## src/rtl/control_sequencer.sv

```systemverilog
// SAP-1.5 T-state microsequencer: registered step counter with a combinational
// control-word decode from (step, opcode, flags).
module control_sequencer #(
  parameter int unsigned OPCODE_WIDTH    = 4,
  parameter bit          VARIABLE_LENGTH = 1'b1
) (
  input  logic                    clk,
  input  logic                    reset,
  input  logic [OPCODE_WIDTH-1:0] opcode,
  input  logic                    flag_carry,
  input  logic                    flag_zero,
  output logic                    pc_enable,
  output logic                    pc_load,
  output logic                    pc_oe,
  output logic                    mar_load,
  output logic                    ram_oe,
  output logic                    ram_we,
  output logic                    ir_load,
  output logic                    ir_oe,
  output logic                    a_load,
  output logic                    a_oe,
  output logic                    b_load,
  output logic                    alu_oe,
  output logic                    alu_sub,
  output logic                    flags_load,
  output logic                    out_load,
  output logic                    halt,
  output logic [2:0]              t_state
);

  typedef enum logic [2:0] {
    ST_T0   = 3'd0,
    ST_T1   = 3'd1,
    ST_T2   = 3'd2,
    ST_T3   = 3'd3,
    ST_T4   = 3'd4,
    ST_HALT = 3'd5
  } state_e;

  typedef struct packed {
    logic pc_enable;
    logic pc_load;
    logic pc_oe;
    logic mar_load;
    logic ram_oe;
    logic ram_we;
    logic ir_load;
    logic ir_oe;
    logic a_load;
    logic a_oe;
    logic b_load;
    logic alu_oe;
    logic alu_sub;
    logic flags_load;
    logic out_load;
    logic halt;
  } ctrl_t;

  localparam logic [OPCODE_WIDTH-1:0] OP_LDA = OPCODE_WIDTH'(4'h1);
  localparam logic [OPCODE_WIDTH-1:0] OP_ADD = OPCODE_WIDTH'(4'h2);
  localparam logic [OPCODE_WIDTH-1:0] OP_SUB = OPCODE_WIDTH'(4'h3);
  localparam logic [OPCODE_WIDTH-1:0] OP_STA = OPCODE_WIDTH'(4'h4);
  localparam logic [OPCODE_WIDTH-1:0] OP_LDI = OPCODE_WIDTH'(4'h5);
  localparam logic [OPCODE_WIDTH-1:0] OP_JMP = OPCODE_WIDTH'(4'h6);
  localparam logic [OPCODE_WIDTH-1:0] OP_JC  = OPCODE_WIDTH'(4'h7);
  localparam logic [OPCODE_WIDTH-1:0] OP_JZ  = OPCODE_WIDTH'(4'h8);
  localparam logic [OPCODE_WIDTH-1:0] OP_OUT = OPCODE_WIDTH'(4'hE);
  localparam logic [OPCODE_WIDTH-1:0] OP_HLT = OPCODE_WIDTH'(4'hF);

  state_e     state_q, state_d;
  ctrl_t      ctrl;
  logic [2:0] last_step;
  logic [2:0] step;

  assign step = state_q;

  always_ff @(posedge clk or negedge reset) begin
    if (!reset) begin
      state_q <= ST_T0;
    end else begin
      state_q <= state_d;
    end
  end

  always_comb begin
    last_step = 3'd1;
    case (opcode)
      OP_LDA, OP_STA:                                 last_step = 3'd3;
      OP_ADD, OP_SUB:                                 last_step = 3'd4;
      OP_LDI, OP_JMP, OP_JC, OP_JZ, OP_OUT, OP_HLT:  last_step = 3'd2;
      default:                                        last_step = 3'd1;
    endcase
  end

  // ">=" rather than "==" so an opcode change mid-instruction still terminates.
  always_comb begin
    state_d = state_q;
    case (state_q)
      ST_T0: state_d = ST_T1;
      ST_T1, ST_T2, ST_T3, ST_T4: begin
        if (state_q == ST_T2 && opcode == OP_HLT) begin
          state_d = ST_HALT;
        end else if (state_q == ST_T4 || (VARIABLE_LENGTH && step >= last_step)) begin
          state_d = ST_T0;
        end else begin
          state_d = state_e'(step + 3'd1);
        end
      end
      ST_HALT: state_d = ST_HALT;
      default: state_d = ST_T0;
    endcase
  end

  always_comb begin
    ctrl = '0;
    case (state_q)
      ST_T0: begin
        ctrl.pc_oe    = 1'b1;
        ctrl.mar_load = 1'b1;
      end
      ST_T1: begin
        ctrl.ram_oe    = 1'b1;
        ctrl.ir_load   = 1'b1;
        ctrl.pc_enable = 1'b1;
      end
      ST_T2: begin
        case (opcode)
          OP_LDA, OP_ADD, OP_SUB, OP_STA: begin
            ctrl.ir_oe    = 1'b1;
            ctrl.mar_load = 1'b1;
          end
          OP_LDI: begin
            ctrl.ir_oe  = 1'b1;
            ctrl.a_load = 1'b1;
          end
          OP_JMP: begin
            ctrl.ir_oe   = 1'b1;
            ctrl.pc_load = 1'b1;
          end
          OP_JC: begin
            ctrl.ir_oe   = 1'b1;
            ctrl.pc_load = flag_carry;
          end
          OP_JZ: begin
            ctrl.ir_oe   = 1'b1;
            ctrl.pc_load = flag_zero;
          end
          OP_OUT: begin
            ctrl.a_oe     = 1'b1;
            ctrl.out_load = 1'b1;
          end
          default: ;
        endcase
      end
      ST_T3: begin
        case (opcode)
          OP_LDA: begin
            ctrl.ram_oe = 1'b1;
            ctrl.a_load = 1'b1;
          end
          OP_ADD, OP_SUB: begin
            ctrl.ram_oe = 1'b1;
            ctrl.b_load = 1'b1;
          end
          OP_STA: begin
            ctrl.a_oe   = 1'b1;
            ctrl.ram_we = 1'b1;
          end
          default: ;
        endcase
      end
      ST_T4: begin
        if (opcode == OP_ADD || opcode == OP_SUB) begin
          ctrl.alu_oe     = 1'b1;
          ctrl.a_load     = 1'b1;
          ctrl.flags_load = 1'b1;
          ctrl.alu_sub    = (opcode == OP_SUB);
        end
      end
      ST_HALT: ctrl.halt = 1'b1;
      default: ;
    endcase
    // Reset blanks the strobes combinationally so nothing leaks before the next edge.
    if (!reset) begin
      ctrl = '0;
    end
  end

  assign pc_enable  = ctrl.pc_enable;
  assign pc_load    = ctrl.pc_load;
  assign pc_oe      = ctrl.pc_oe;
  assign mar_load   = ctrl.mar_load;
  assign ram_oe     = ctrl.ram_oe;
  assign ram_we     = ctrl.ram_we;
  assign ir_load    = ctrl.ir_load;
  assign ir_oe      = ctrl.ir_oe;
  assign a_load     = ctrl.a_load;
  assign a_oe       = ctrl.a_oe;
  assign b_load     = ctrl.b_load;
  assign alu_oe     = ctrl.alu_oe;
  assign alu_sub    = ctrl.alu_sub;
  assign flags_load = ctrl.flags_load;
  assign out_load   = ctrl.out_load;
  assign halt       = ctrl.halt;
  assign t_state    = (state_q == ST_HALT) ? 3'd2 : step;

endmodule

```

## config.mk

```make
export PLATFORM = sky130hd
export DESIGN_NAME = control_sequencer
export DESIGN_NICKNAME = d
export VERILOG_FILES = /design/src/rtl/control_sequencer.sv
export SDC_FILE = /design/constraint.sdc
export NUM_CORES = 1
export LEC_CHECK = 0
export BUFFER_PORTS_ARGS = -buffer_cell sky130_fd_sc_hd__buf_2
export CAP_MARGIN = 20
export CORE_ASPECT_RATIO = 1.5
export CORE_MARGIN = 3
export CORE_UTILIZATION = 25
export CTS_BUF_LIST = sky130_fd_sc_hd__clkbuf_4
export CTS_CLUSTER_DIAMETER = 80
export CTS_CLUSTER_SIZE = 28
export DETAILED_ROUTE_END_ITERATION = 8
export GPL_TIMING_DRIVEN = 0
export PLACE_DENSITY = 0.53
export RECOVER_POWER = 100
export SLEW_MARGIN = 30
export SYNTH_ARGS = -nofsm -noshare
export SYNTH_HDL_FRONTEND = slang
export SYNTH_SLANG_ARGS = --single-unit
```

## constraint.sdc

```tcl
create_clock -name clk -period 2.39 [get_ports clk]
set_input_delay 0.1195 -clock clk [delete_from_list [all_inputs] [get_ports clk]]
set_output_delay 0.1195 -clock clk [all_outputs]
set_load 0.02 [all_outputs]
```

==> results_dict.tcl <==
set metrics [dict create \
    run_status "finished clean" \
    synth_warnings 0 \
    ys_ff_latch 3 \
    final_min_period_over_clock_period_pct 92.30 \
    largest_register_ff_count 3 \
    synthToLayoutAreaGrowth_pct 23.62 \
    syn-instance-count 86 \
    numPortBuffers 24 \
    arrival_ns 2.09 \
    routed_wire_length_per_instance_um 13.05 \
    worst_clock_skew_ns 0.0004835 \
    leakagePower_nw 0.4028 \
    post-place-ws_ns 0.1843 \
    via_count 710 \
    timing.critical_path.slowest_cell_delay_ns 0.45 \
    clock_insertion_delay_worst_skew_ns 0.23 \
    worstSetupEndpointType "output port" \
    layout_commonest_cell "sky130_fd_sc_hd__clkbuf_1" \
    antenna_left 0 \
    crit_chain "buf_2 > inv_1 > ha_1 > mux2_2 > a41o_1 > clkbuf_2" \
    crit_required_ns 2.27 \
    cts_buffers 3 \
    dp_hpwl_mm 1.406 \
    die_y_um 68.78 \
    tritoncts "yes" \
    worstRegToRegCells 5 \
    met2_wirelength_um 944 \
    slew_headroom_pct 63.71 \
    dpl.cell_count 134 \
    min_path_type "in2async" \
    period_minus_slack_ns 2.206 \
    cts_root_buffer "sky130_fd_sc_hd__clkbuf_4" \
    drt_first_iter_violations 9 \
    worst_slew_pin_slew_ns 0.5393 \
    portion_of_the_post_synthesis_area_used_by_sequential_elements_pct 11.43 \
    core_area_sq_mm 0.002477 \
    global_route.usage.total_pct 12.37 \
    worstReg2RegEnd "state_q[0]" \
    max_flop_register "state_q" \
    i_o_pin_cnt 27 \
    firstDrtPassIters 4 \
    fp.dieW_um 47.86 \
    cp_num_buf_inv 3 \
    cts_repair_resize_count 0 \
    maxCapViolCount 0 \
    maximum_number_of_pins_on_one_net_before_global_route_repair 11 \
    slowest_stage "sky130_fd_sc_hd__dfrtp_1" \
    aggregate_global_routing_overflow 0 \
    post_layout_nonfiller_instances 139 \
    ir_worst_vdd_v 0.0004584 \
    layout_top_registers "state_q x3" \
    topRoutingLayerUsed "met4" \
    nNetsFinal 132 \
    mostFrequentLayoutCells "14 x sky130_fd_sc_hd__clkbuf_1, 11 x sky130_fd_sc_hd__nor2_1, 10 x sky130_fd_sc_hd__buf_2, 8 x sky130_fd_sc_hd__nand2_1, 8 x sky130_fd_sc_hd__ha_1" \
    criticalPathCategory "reg2out" \
    ys_dominant_reg_cell "sky130_fd_sc_hd__dfrtp_1" \
    start_util_pct 26.52 \
    mappedNetlistArea_sq_um 656.9 \
    rsz0062_at_grt "no" \
    setup_total_negative_slack_ns 0 \
    drt_wl_total_mm 1.814 \
    cts.path.max_buffers 2 \
    synth_cell_type_count 39 \
    cp-start-kind "flip-flop" \
    postCtsHoldBufs 1 \
    postSynthAreaPerCell_sq_um 7.638 \
    finalSetupViolCount 0 \
    grt_first_pass_wirelength_mm 2.994 \
    holdWs_ns 0.3680 \
    first_global_vias 738 \
    remaining_drc_errors 0 \
    delay_heaviest_family_cp "buffers and inverters" \
    detailroute.wirelength.met3_um 74 \
    antenna_violations_before_repair 0 \
    cts.sinks 3 \
    vias_per_cell 5.108 \
    critical_path.reg2reg.startpoint "state_q[2]" \
    postSynthNetCount 102 \
    floorplan.rows 22 \
    synth-async-reset-ratio_pct 100.0 \
    post-cts-setup-buffers 0 \
    smallest_setup_slack_after_layout_ns 0.1840 \
    place_congestion 0.8495 \
    max_freq_ghz 0.4533 \
    power-per-cell-area_mw_per_mm2 832.0 \
    layout-drive-gt1-share_pct 21.74 \
    antenna_cells 0 \
    cts.clk_slew.worst_paths_ns 0.03 \
    htree_levels 1 \
    pwr_total_uw 675.6 \
    post_synth_edffs 0 \
    hold_viol_final 0 \
    die_area_sq_mm 0.003291 \
    r2r_slack_ns 0.63 \
    critPathMaxFanout 10 \
    met1Wirelength_um 770 \
    maxSlewViolCount 0 \
]
==> worst register-to-register path, cell delays in order, from the launching register on <==
cell and delay (ns):
sky130_fd_sc_hd__dfrtp_1 0.45, sky130_fd_sc_hd__buf_2 0.27, sky130_fd_sc_hd__inv_1 0.13, sky130_fd_sc_hd__ha_1 0.31, sky130_fd_sc_hd__o41ai_1 0.36, sky130_fd_sc_hd__a31oi_1 0.08
==> power breakdown <==
group / switching [mW] / internal, mW
sequential: 0.0247 / 0.0706
combinational: 0.309 / 0.173
clock: 0.0240 / 0.0737
==> cell type report <==
class	instances	area, sq um
flip-flops and latches	3	75.07
plain buffers	8	53.80
repair buffers	25	115.1
inverters	5	18.77
well taps	24	30.03
multi-input cells	70	489.2
clock buffers	4	30.03
fillers	299	1665
==> metrics by stage <==
step | utilization [%] | instance area (sq um)
global placement | 32.58 | 807.0
detailed placement | 32.58 | 807.0
CTS | 34.19 | 847.1
floorplan | - | 656.9
finish | 32.78 | 812.0
global route | 32.78 | 812.0
==> cells in the mapped netlist, types with 2 or more instances <==
| cell | instances | area share, % |
|---|---|---|
| sky130_fd_sc_hd__xor2_1 | 2 | 2.7 |
| sky130_fd_sc_hd__buf_2 | 3 | 2.3 |
| sky130_fd_sc_hd__dfrtp_1 | 3 | 11 |
| sky130_fd_sc_hd__o21a_1 | 2 | 2.3 |
| sky130_fd_sc_hd__a21oi_1 | 6 | 4.6 |
| sky130_fd_sc_hd__nand2b_1 | 2 | 1.9 |
| sky130_fd_sc_hd__o21ai_0 | 2 | 1.5 |
| sky130_fd_sc_hd__inv_1 | 5 | 2.9 |
| sky130_fd_sc_hd__o211ai_1 | 2 | 2.3 |
| sky130_fd_sc_hd__buf_4 | 4 | 4.6 |
| sky130_fd_sc_hd__nor2b_1 | 2 | 1.9 |
| sky130_fd_sc_hd__ha_1 | 8 | 15 |
| sky130_fd_sc_hd__nand3_1 | 2 | 1.5 |
| sky130_fd_sc_hd__nand2_1 | 8 | 4.6 |
| sky130_fd_sc_hd__nor2_1 | 11 | 6.3 |
==> how the worst max path moves through the flow <==
stage                             to  cells after the start  startpoint
after global routing      flags_load                      6  state_q[1]
final                         a_load                      6  state_q[2]
after CTS                     a_load                      6  state_q[2]
after floorplan              alu_sub                      5  state_q[1]
after detailed placement  state_q[1]                      9   opcode[0]
after global placement    state_q[1]                      9   opcode[0]
==> layer usage <==
metal | vias up | GRT usage [%]
li1 | 366 | -
met1 | 326 | 14.26
met2 | 16 | 20.86
met3 | 2 | 1.039
met4 | 0 | 7.744
met5 | - | 0
==> kinds of logic (layout without fill, tap and decap cells) <==
| family | Yosys count | count (layout) | synth area share, % |
|---|---|---|---|
| compound gates | 22 | 22 | 25.72 |
| xor+xnor | 2 | 2 | 2.667 |
| fa+ha+maj | 8 | 8 | 15.24 |
| buf+inv | 13 | 42 | 11.43 |
| flops | 3 | 3 | 11.43 |
| mux | 1 | 1 | 1.714 |
| simple gates | 37 | 37 | 31.81 |
(Power assumes the default switching activity.)
